## src/rtl/vga_stream_timing_sink.sv

```systemverilog
// Pixel-stream sink: buffers {rgb, sof} words in a small FIFO and aligns them to a VGA raster.
// The pixel rate comes from a clock-enable divider on the single system clock.
module vga_stream_timing_sink #(
  parameter int CD         = 12,
  parameter int FIFO_DEPTH = 16,
  parameter int PIX_DIV    = 4,
  parameter int HD         = 640,
  parameter int HF         = 16,
  parameter int HB         = 48,
  parameter int HR         = 96,
  parameter int VD         = 480,
  parameter int VF         = 10,
  parameter int VB         = 33,
  parameter int VR         = 2
) (
  input  logic          clk,
  input  logic          reset_sys,
  input  logic [CD:0]   si_data,
  input  logic          si_valid,
  output logic          si_ready,
  output logic          hsync,
  output logic          vsync,
  output logic [CD-1:0] rgb,
  output logic          locked,
  output logic          underflow
);

  localparam int HT = HD + HF + HB + HR;
  localparam int VT = VD + VF + VB + VR;
  localparam int AW = $clog2(FIFO_DEPTH);
  localparam int CW = AW + 1;
  localparam int DW = (PIX_DIV > 1) ? $clog2(PIX_DIV) : 1;
  localparam int HW = $clog2(HT);
  localparam int VW = $clog2(VT);

  localparam logic [1:0] ST_SEARCH = 2'd0;
  localparam logic [1:0] ST_WAIT   = 2'd1;
  localparam logic [1:0] ST_LOCKED = 2'd2;

  logic [CD:0]    r_mem [FIFO_DEPTH];
  logic [AW-1:0]  r_wr_ptr, r_rd_ptr;
  logic [CW-1:0]  r_count;
  logic [DW-1:0]  r_div;
  logic [HW-1:0]  r_h;
  logic [VW-1:0]  r_v;
  logic [1:0]     r_state;
  logic           r_hsync, r_vsync, r_locked, r_underflow;
  logic [CD-1:0]  r_rgb;

  logic           w_full, w_empty, w_push, w_pop;
  logic           w_tick, w_active, w_origin;
  logic [CD:0]    w_head;
  logic [1:0]     w_state_nxt;
  logic [CD-1:0]  w_rgb_nxt;
  logic           w_under_nxt;

  assign w_full   = (r_count == CW'(FIFO_DEPTH));
  assign w_empty  = (r_count == '0);
  // No full-bypass: a pop in the same cycle does not open the input.
  assign si_ready = reset_sys & ~w_full;
  assign w_push   = si_valid & si_ready;
  assign w_head   = r_mem[r_rd_ptr];

  always_ff @(posedge clk) begin
    if (w_push) r_mem[r_wr_ptr] <= si_data;
  end

  always_ff @(posedge clk or negedge reset_sys) begin
    if (!reset_sys) begin
      r_wr_ptr <= '0;
      r_rd_ptr <= '0;
      r_count  <= '0;
    end else begin
      if (w_push) r_wr_ptr <= r_wr_ptr + AW'(1);
      if (w_pop)  r_rd_ptr <= r_rd_ptr + AW'(1);
      if (w_push && !w_pop)      r_count <= r_count + CW'(1);
      else if (w_pop && !w_push) r_count <= r_count - CW'(1);
    end
  end

  assign w_tick   = (r_div == DW'(PIX_DIV - 1));
  assign w_active = (r_h < HW'(HD)) && (r_v < VW'(VD));
  assign w_origin = (r_h == '0) && (r_v == '0);

  // Raster free-runs from reset, independent of lock state.
  always_ff @(posedge clk or negedge reset_sys) begin
    if (!reset_sys) begin
      r_div <= '0;
      r_h   <= '0;
      r_v   <= '0;
    end else begin
      r_div <= w_tick ? '0 : r_div + DW'(1);
      if (w_tick) begin
        if (r_h == HW'(HT - 1)) begin
          r_h <= '0;
          r_v <= (r_v == VW'(VT - 1)) ? '0 : r_v + VW'(1);
        end else begin
          r_h <= r_h + HW'(1);
        end
      end
    end
  end

  always_comb begin
    w_state_nxt = r_state;
    w_pop       = 1'b0;
    w_rgb_nxt   = '0;
    w_under_nxt = 1'b0;
    case (r_state)
      ST_SEARCH: begin
        if (!w_empty) begin
          if (w_head[0]) w_state_nxt = ST_WAIT;
          else           w_pop       = 1'b1;
        end
      end
      ST_WAIT: begin
        if (w_tick && w_origin && !w_empty) begin
          w_pop       = 1'b1;
          w_rgb_nxt   = w_head[CD:1];
          w_state_nxt = ST_LOCKED;
        end
      end
      ST_LOCKED: begin
        // A sof anywhere but (0,0), or its absence at (0,0), means the stream slipped.
        if (w_tick && w_active) begin
          if (w_empty) begin
            w_under_nxt = 1'b1;
            w_state_nxt = ST_SEARCH;
          end else if (w_origin && !w_head[0]) begin
            w_state_nxt = ST_SEARCH;
          end else if (!w_origin && w_head[0]) begin
            w_state_nxt = ST_WAIT;
          end else begin
            w_pop     = 1'b1;
            w_rgb_nxt = w_head[CD:1];
          end
        end
      end
      default: w_state_nxt = ST_SEARCH;
    endcase
  end

  always_ff @(posedge clk or negedge reset_sys) begin
    if (!reset_sys) begin
      r_state     <= ST_SEARCH;
      r_hsync     <= 1'b1;
      r_vsync     <= 1'b1;
      r_rgb       <= '0;
      r_locked    <= 1'b0;
      r_underflow <= 1'b0;
    end else begin
      r_state     <= w_state_nxt;
      r_locked    <= (w_state_nxt == ST_LOCKED);
      r_underflow <= w_under_nxt;
      if (w_tick) begin
        r_rgb   <= w_rgb_nxt;
        r_hsync <= !((r_h >= HW'(HD + HF)) && (r_h < HW'(HD + HF + HR)));
        r_vsync <= !((r_v >= VW'(VD + VF)) && (r_v < VW'(VD + VF + VR)));
      end
    end
  end

  assign hsync     = r_hsync;
  assign vsync     = r_vsync;
  assign rgb       = r_rgb;
  assign locked    = r_locked;
  assign underflow = r_underflow;

endmodule

```

## config.mk

```make
export PLATFORM = sky130hd
export DESIGN_NAME = vga_stream_timing_sink
export DESIGN_NICKNAME = d
export VERILOG_FILES = /design/src/rtl/vga_stream_timing_sink.sv
export SDC_FILE = /design/constraint.sdc
export NUM_CORES = 1
export LEC_CHECK = 0
export ABC_AREA = 1
export BUFFER_PORTS_ARGS = -buffer_cell sky130_fd_sc_hd__clkbuf_2
export CAP_MARGIN = 15
export CORE_ASPECT_RATIO = 1.25
export CORE_UTILIZATION = 30
export CTS_CLUSTER_DIAMETER = 120
export DETAILED_ROUTE_END_ITERATION = 6
export SYNTH_ARGS = -nofsm -noshare
export SYNTH_HDL_FRONTEND = slang
export SYNTH_SLANG_ARGS = --single-unit
```

## constraint.sdc

```tcl
create_clock -name clk -period 4.3 [get_ports clk]
set_input_delay 0.43 -clock clk [delete_from_list [all_inputs] [get_ports clk]]
set_output_delay 0.43 -clock clk [all_outputs]
set_load 0.05 [all_outputs]
```

# Yosys cells after proc, flatten, opt, wreduce, memory -nomap -nowiden
# Memory sizes are Yosys's and may differ from the RTL's.
# Cells that the tools add are included.
# word_totals
regBits	53
ramBits	208
input_bits	16
out_inout_bits	17
mem_count	1
# op_classes
n_addsub	7
magnitude_cmp	6
eq_ne	7
muxes	32
bitwise	3
reduce_logical	24
# memory_table
memory	depth	width	read_ports	rd_ports_with_merged_regs	write_ports	line_no	text
r_mem	16	13	1	0	1	40	logic [CD:0] r_mem [FIFO_DEPTH];
# ops
operator	count
2-to-1 mux 12 bit	5
one-hot mux 12 bit (2 select lines)	1
adder 10 x 1 -> 10 bit, second input constant	2
equality test 10 bit, second input constant	2
logical NOT 10 bit	2
< comparator 10 bit, second input constant	2
< comparator 10 x 9 -> 1 bit, second input constant	2
2-to-1 mux 10 bit	2
2-to-1 mux 2 bit	8
2-to-1 mux 1 bit	12
logical AND 1 bit	11
greater-or-equal comparator 10 bit, second input constant	1
greater-or-equal comparator 10 x 9 -> 1 bit, second input constant	1
2-to-1 mux 5 bit	2
adder 4 x 1 -> 4 bit, second input constant	2
logical NOT 1 bit	7
equality test 2 bit, second input constant	3
one-hot mux 2 bit (3 select lines)	1
adder 5 x 1 -> 5 bit, second input constant	1
equality test 5 bit, second input constant	1
logical NOT 5 bit	1
subtractor 5 x 1 -> 5 bit, second input constant	1
one-hot mux 1 bit (3 select lines)	1
adder 2 x 1 -> 2 bit, second input constant	1
other kinds (6)	7

# Logic depth before layout (Yosys ltp)
# depth
depth_word	12
mapped_depth	22
ltp_nobuf	21

# Worst setup path after synthesis
# OpenSTA, ideal clock, no wires.
# synth_path
path_type	register to register
startpoint	register r_rd_ptr[0]
endpoint	register r_count[4]
setup_ns	0.125
t_arrival_ns	2.861
slack_ns	1.314
stages_incl_launch_ff	22
n_path_buf	2
synth_period_minus_slack_ns	2.986
cell_sequence	dfrtp_1 -> buf_6 -> buf_6 -> nor2_1 -> nor2_1 -> nor2_1 -> nand2_2 -> nand2_2 -> inv_1 -> ha_1 -> nand3_1 -> nand3_4 -> nand2_4 -> ha_1 -> inv_1 -> fa_1 -> a21o_1 -> a21oi_1 -> nand2_1 -> nand2_1 -> nor2_1 -> xor2_1
# synth_between
elab_chain_cells	10
word_cells_on_any_way	16
# synth_rtl
element	line_no	text
start: declaration	41	logic [AW-1:0] r_wr_ptr, r_rd_ptr;
start signal: assignment	75	if (w_pop) r_rd_ptr <= r_rd_ptr + AW'(1);
memory (16 x 13 bit) (*)	n/a	
logical AND 1 bit / logical NOT 1 bit (equally long branches)	131, 129	
2-to-1 mux 1 bit / logical AND 1 bit (equally long branches)	131, 129	
2-to-1 mux 1 bit	129	end else if (w_origin && !w_head[0]) begin
2-to-1 mux 1 bit	126	if (w_empty) begin
2-to-1 mux 1 bit	125	if (w_tick && w_active) begin
one-hot mux 1 bit (3 select lines) (*)	109	case (r_state)
logical NOT 1 bit	76	if (w_push && !w_pop) r_count <= r_count + CW'(1);
logical AND 1 bit	76	
2-to-1 mux 5 bit / nonzero test 2 bit (equally long branches)	n/a	
end signal: assignment	76	
end signal: assignment	77	else if (w_pop && !w_push) r_count <= r_count - CW'(1);
end: declaration	42	logic [CW-1:0] r_count;
# Every way passes the cells marked *; elsewhere a longest branch is shown, timed or not.
# A chain may end at the register's enable or synchronous reset.

# Worst setup path in the final report
# layout_path
startpoint	register r_rd_ptr[2]
endpoint	register r_count[4]
# Same word-level chain as after synthesis.

==> flow_metrics.tcl <==
set metrics [dict create \
    status "completed" \
    crit_path_start "r_rd_ptr[2]$_DFFE_PN0P_" \
    max_cap_violations 0 \
    clk_latency_ps 530 \
    critPathRequiredTime_ps 4710 \
    diodes 0 \
    slew_violations 0 \
    ioPinCount 33 \
    grt_overflow 0 \
    synth_most_common_cell "nand2_1" \
    synthArstFlopShare_pct 20.3 \
    dr_total_vias 7532 \
    drt_drc_violations_left 0 \
    grt_pass1_vias 7264 \
    rr_startpoint "r_rd_ptr[2]$_DFFE_PN0P_" \
    syn_nets 1078 \
    synth.avg_cell_area_um2 11.0 \
    critPathCaptureType "flop" \
    post-route-period-util_pct 77.5 \
    rsz0062_at_grt "no" \
    synth_top_area_share_pct 54.6 \
    max_freq_ghz 0.300 \
    vdd_drop_max_mv 0.265 \
    fin_nets 1120 \
    synth_seq_cells 261 \
    post-place-ws_ps 987 \
    grt_pass1_wl_um 42100 \
    cts-root-buf "clkbuf_16" \
    die_w_um 177 \
    ant_nets 0 \
    p_leak_uw 0.00511 \
    clock_skew_ps 7.29 \
    cts_buffers 27 \
    yosys.area_share.simple_pct 21.0 \
    postCtsSetupBuffers 0 \
    setup_viol_count_final 0 \
    grt_max_degree 97 \
    clkSinkCount 261 \
    worst_slack_ps 967 \
    crit_arrival_ps 3740 \
    worstSetupPathType "reg -> reg" \
    synth_xor_area_share_pct 0.996 \
    viasPerCell 4.74 \
    worstSetupEndpoint "r_count[4]$_DFFE_PN0P_" \
    drive_gt1_share_pct 12.6 \
    finalHoldViolations 0 \
    postSynthCellCount 1041 \
    antenna_found_initial 2 \
    synth_top_family_by_area "simple AND/OR/NAND/NOR gates" \
    yosys.area.top_type "edfxtp_1" \
    port_buffers 32 \
    reg2reg_setup_slack_ps 970 \
    synth_edf_count 208 \
    yosys-top-cells-area "edfxtp_1, dfrtp_1, nand2_1" \
    hold_ws_ps 43.9 \
    nFillCells 3684 \
    rows 79 \
    p_per_area_mw_per_mm2 584 \
    synth.distinct_cells 48 \
    netlist_area_mm2 0.0114 \
    ctsResizeCount 0 \
    core_area_mm2 0.0374 \
    grt_use_total_pct 14.0 \
    netlist_top_cells_count "nand2_1, edfxtp_1, nand3_1, nor2_1, inv_1" \
    areaGrowthSynthToFinish_pct 13.9 \
    die-area_mm2 0.0389 \
    cts_buffer_depth 3 \
    synth-compound-area-share_pct 4.60 \
    die_h_um 220 \
    muxShareOfSynthArea_pct 0 \
    wl_per_cell_um 16.8 \
    worstMarginPinSlew_ps 1120 \
    yosys_warnings 0 \
    total_power_uw 7600 \
    final.setup.tns_ps 0 \
    min_path_type "in -> async" \
    hpwl_um 16700 \
    clk_pin_slew_ps 60 \
    min_period_ps 3330 \
    wl_um 26800 \
    r2r_cells 22 \
    rr_endpoint "r_count[4]$_DFFE_PN0P_" \
    drt_iter0_markers 767 \
    place.gp.congestion 0.924 \
    ys.flop_type "edfxtp_1" \
    start_util_pct 30.6 \
    synth_fa_ha_area_share_pct 2.36 \
    cts_tree "done" \
    startpoint_type "flop" \
    firstDrtPassIters 5 \
    synth_seq_area_share_pct 66.2 \
    hold_buffers 0 \
    cp_max_fo 21 \
    slew_headroom_pct 25.7 \
    htreeDepth 1 \
]
[cell type report]
type | count | area [um^2] | share of cell area, %
Inverter | 62 | 235 | 1.81
Clock inverter | 8 | 118 | 0.903
Timing Repair Buffer | 59 | 363 | 2.79
Sequential cell | 261 | 7580 | 58.2
Clock buffer | 41 | 801 | 6.15
Tap cell | 486 | 608 | 4.67
Multi-Input combinational cell | 672 | 3320 | 25.5
[critical path: stages (launching register included)]
cell and delay (ps):
dfrtp_1 400, buf_4 230, nand2_1 130, inv_1 70, nand2_1 60, nor2_1 40, nor2_1 120, nand2_2 80
nand2_2 100, inv_1 40, ha_1 260, nand3_1 130, nand3_4 120, nand2_4 90, ha_1 180, inv_1 100
fa_1 420, a21o_1 170, a21oi_1 160, nand2_1 70, nand2_1 60, nor2_1 50, xor2_1 130
[per-layer routing]
metal	global-route usage (%)	up-vias	share of wire (%)
met5	0	-	0.10
met4	3.99	4	2.2
met3	2.42	52	5.3
met2	23.4	183	48
met1	18.6	3640	44
li1	-	3653	-
[logic make-up (layout without fill, tap and decap cells)]
logic type,Yosys count,in the layout
buffers and inverters,108,170
AO/OA/AOI/OAI,92,92
flip-flops,261,261
adder cells (fa/ha/maj),21,21
XOR/XNOR,13,13
AND/OR/NAND/NOR,546,546
[registers in the layout, summed over array words and instances (netlist names), 2 cells and up]
signal / flops
r_count: 5
r_mem: 208
r_state: 2
r_v: 10
r_rd_ptr: 4
r_h: 10
r_wr_ptr: 4
r_div: 2
rgb: 12
[placed cells by master, fill, tap and decap left out, types with 3 or more instances in the layout]
cell	Yosys	final
nand2_1	308	308
edfxtp_1	208	208
nand3_1	124	124
nor2_1	57	57
inv_1	55	55
dfrtp_1	51	49
a21oi_1	32	32
clkbuf_2	0	32
clkbuf_16	0	29
buf_4	16	27
o21ai_0	21	21
ha_1	20	20
o21ai_1	19	19
nor3_1	19	19
xor2_1	10	10
clkbuf_1	7	9
nand4_1	7	7
nand2_2	7	7
inv_2	6	6
o31ai_1	4	4
nor2_2	4	4
nor4_1	3	3
nor2_4	3	3
nor3_2	3	3
nand2_4	3	3
xnor2_1	3	3
clkbuf_8	0	3
bufinv_16	0	3
[worst min-delay path by stage]
stage	endpoint	slack, ps	depth (start not counted)
5_1_grt	r_rd_ptr[0]$_DFFE_PN0P_	110	2
3_3_place_gp	r_div[0]$_DFF_PN0_	410	1
3_5_place_dp	r_div[0]$_DFF_PN0_	420	1
6_report	r_count[4]$_DFFE_PN0P_	40	2
4_1_cts	r_count[3]$_DFFE_PN0P_	70	2
2_1_floorplan	locked$_DFF_PN0_	130	0
[power breakdown]
part	total (uW)	internal (uW)	switching, uW
Combinational	2180	664	1520
Sequential	3020	2900	120
Clock	2390	1460	933
[through the flow]
step,std cells,instance area [um^2],util (%)
2_1_floorplan,1041,11400,-
5_1_grt,1589,13000,34.8
6_report,1589,13000,34.8
4_1_cts,1589,13000,34.8
3_5_place_dp,1540,12100,32.4
3_3_place_gp,1540,12100,32.4
(Power assumes the default switching activity.)
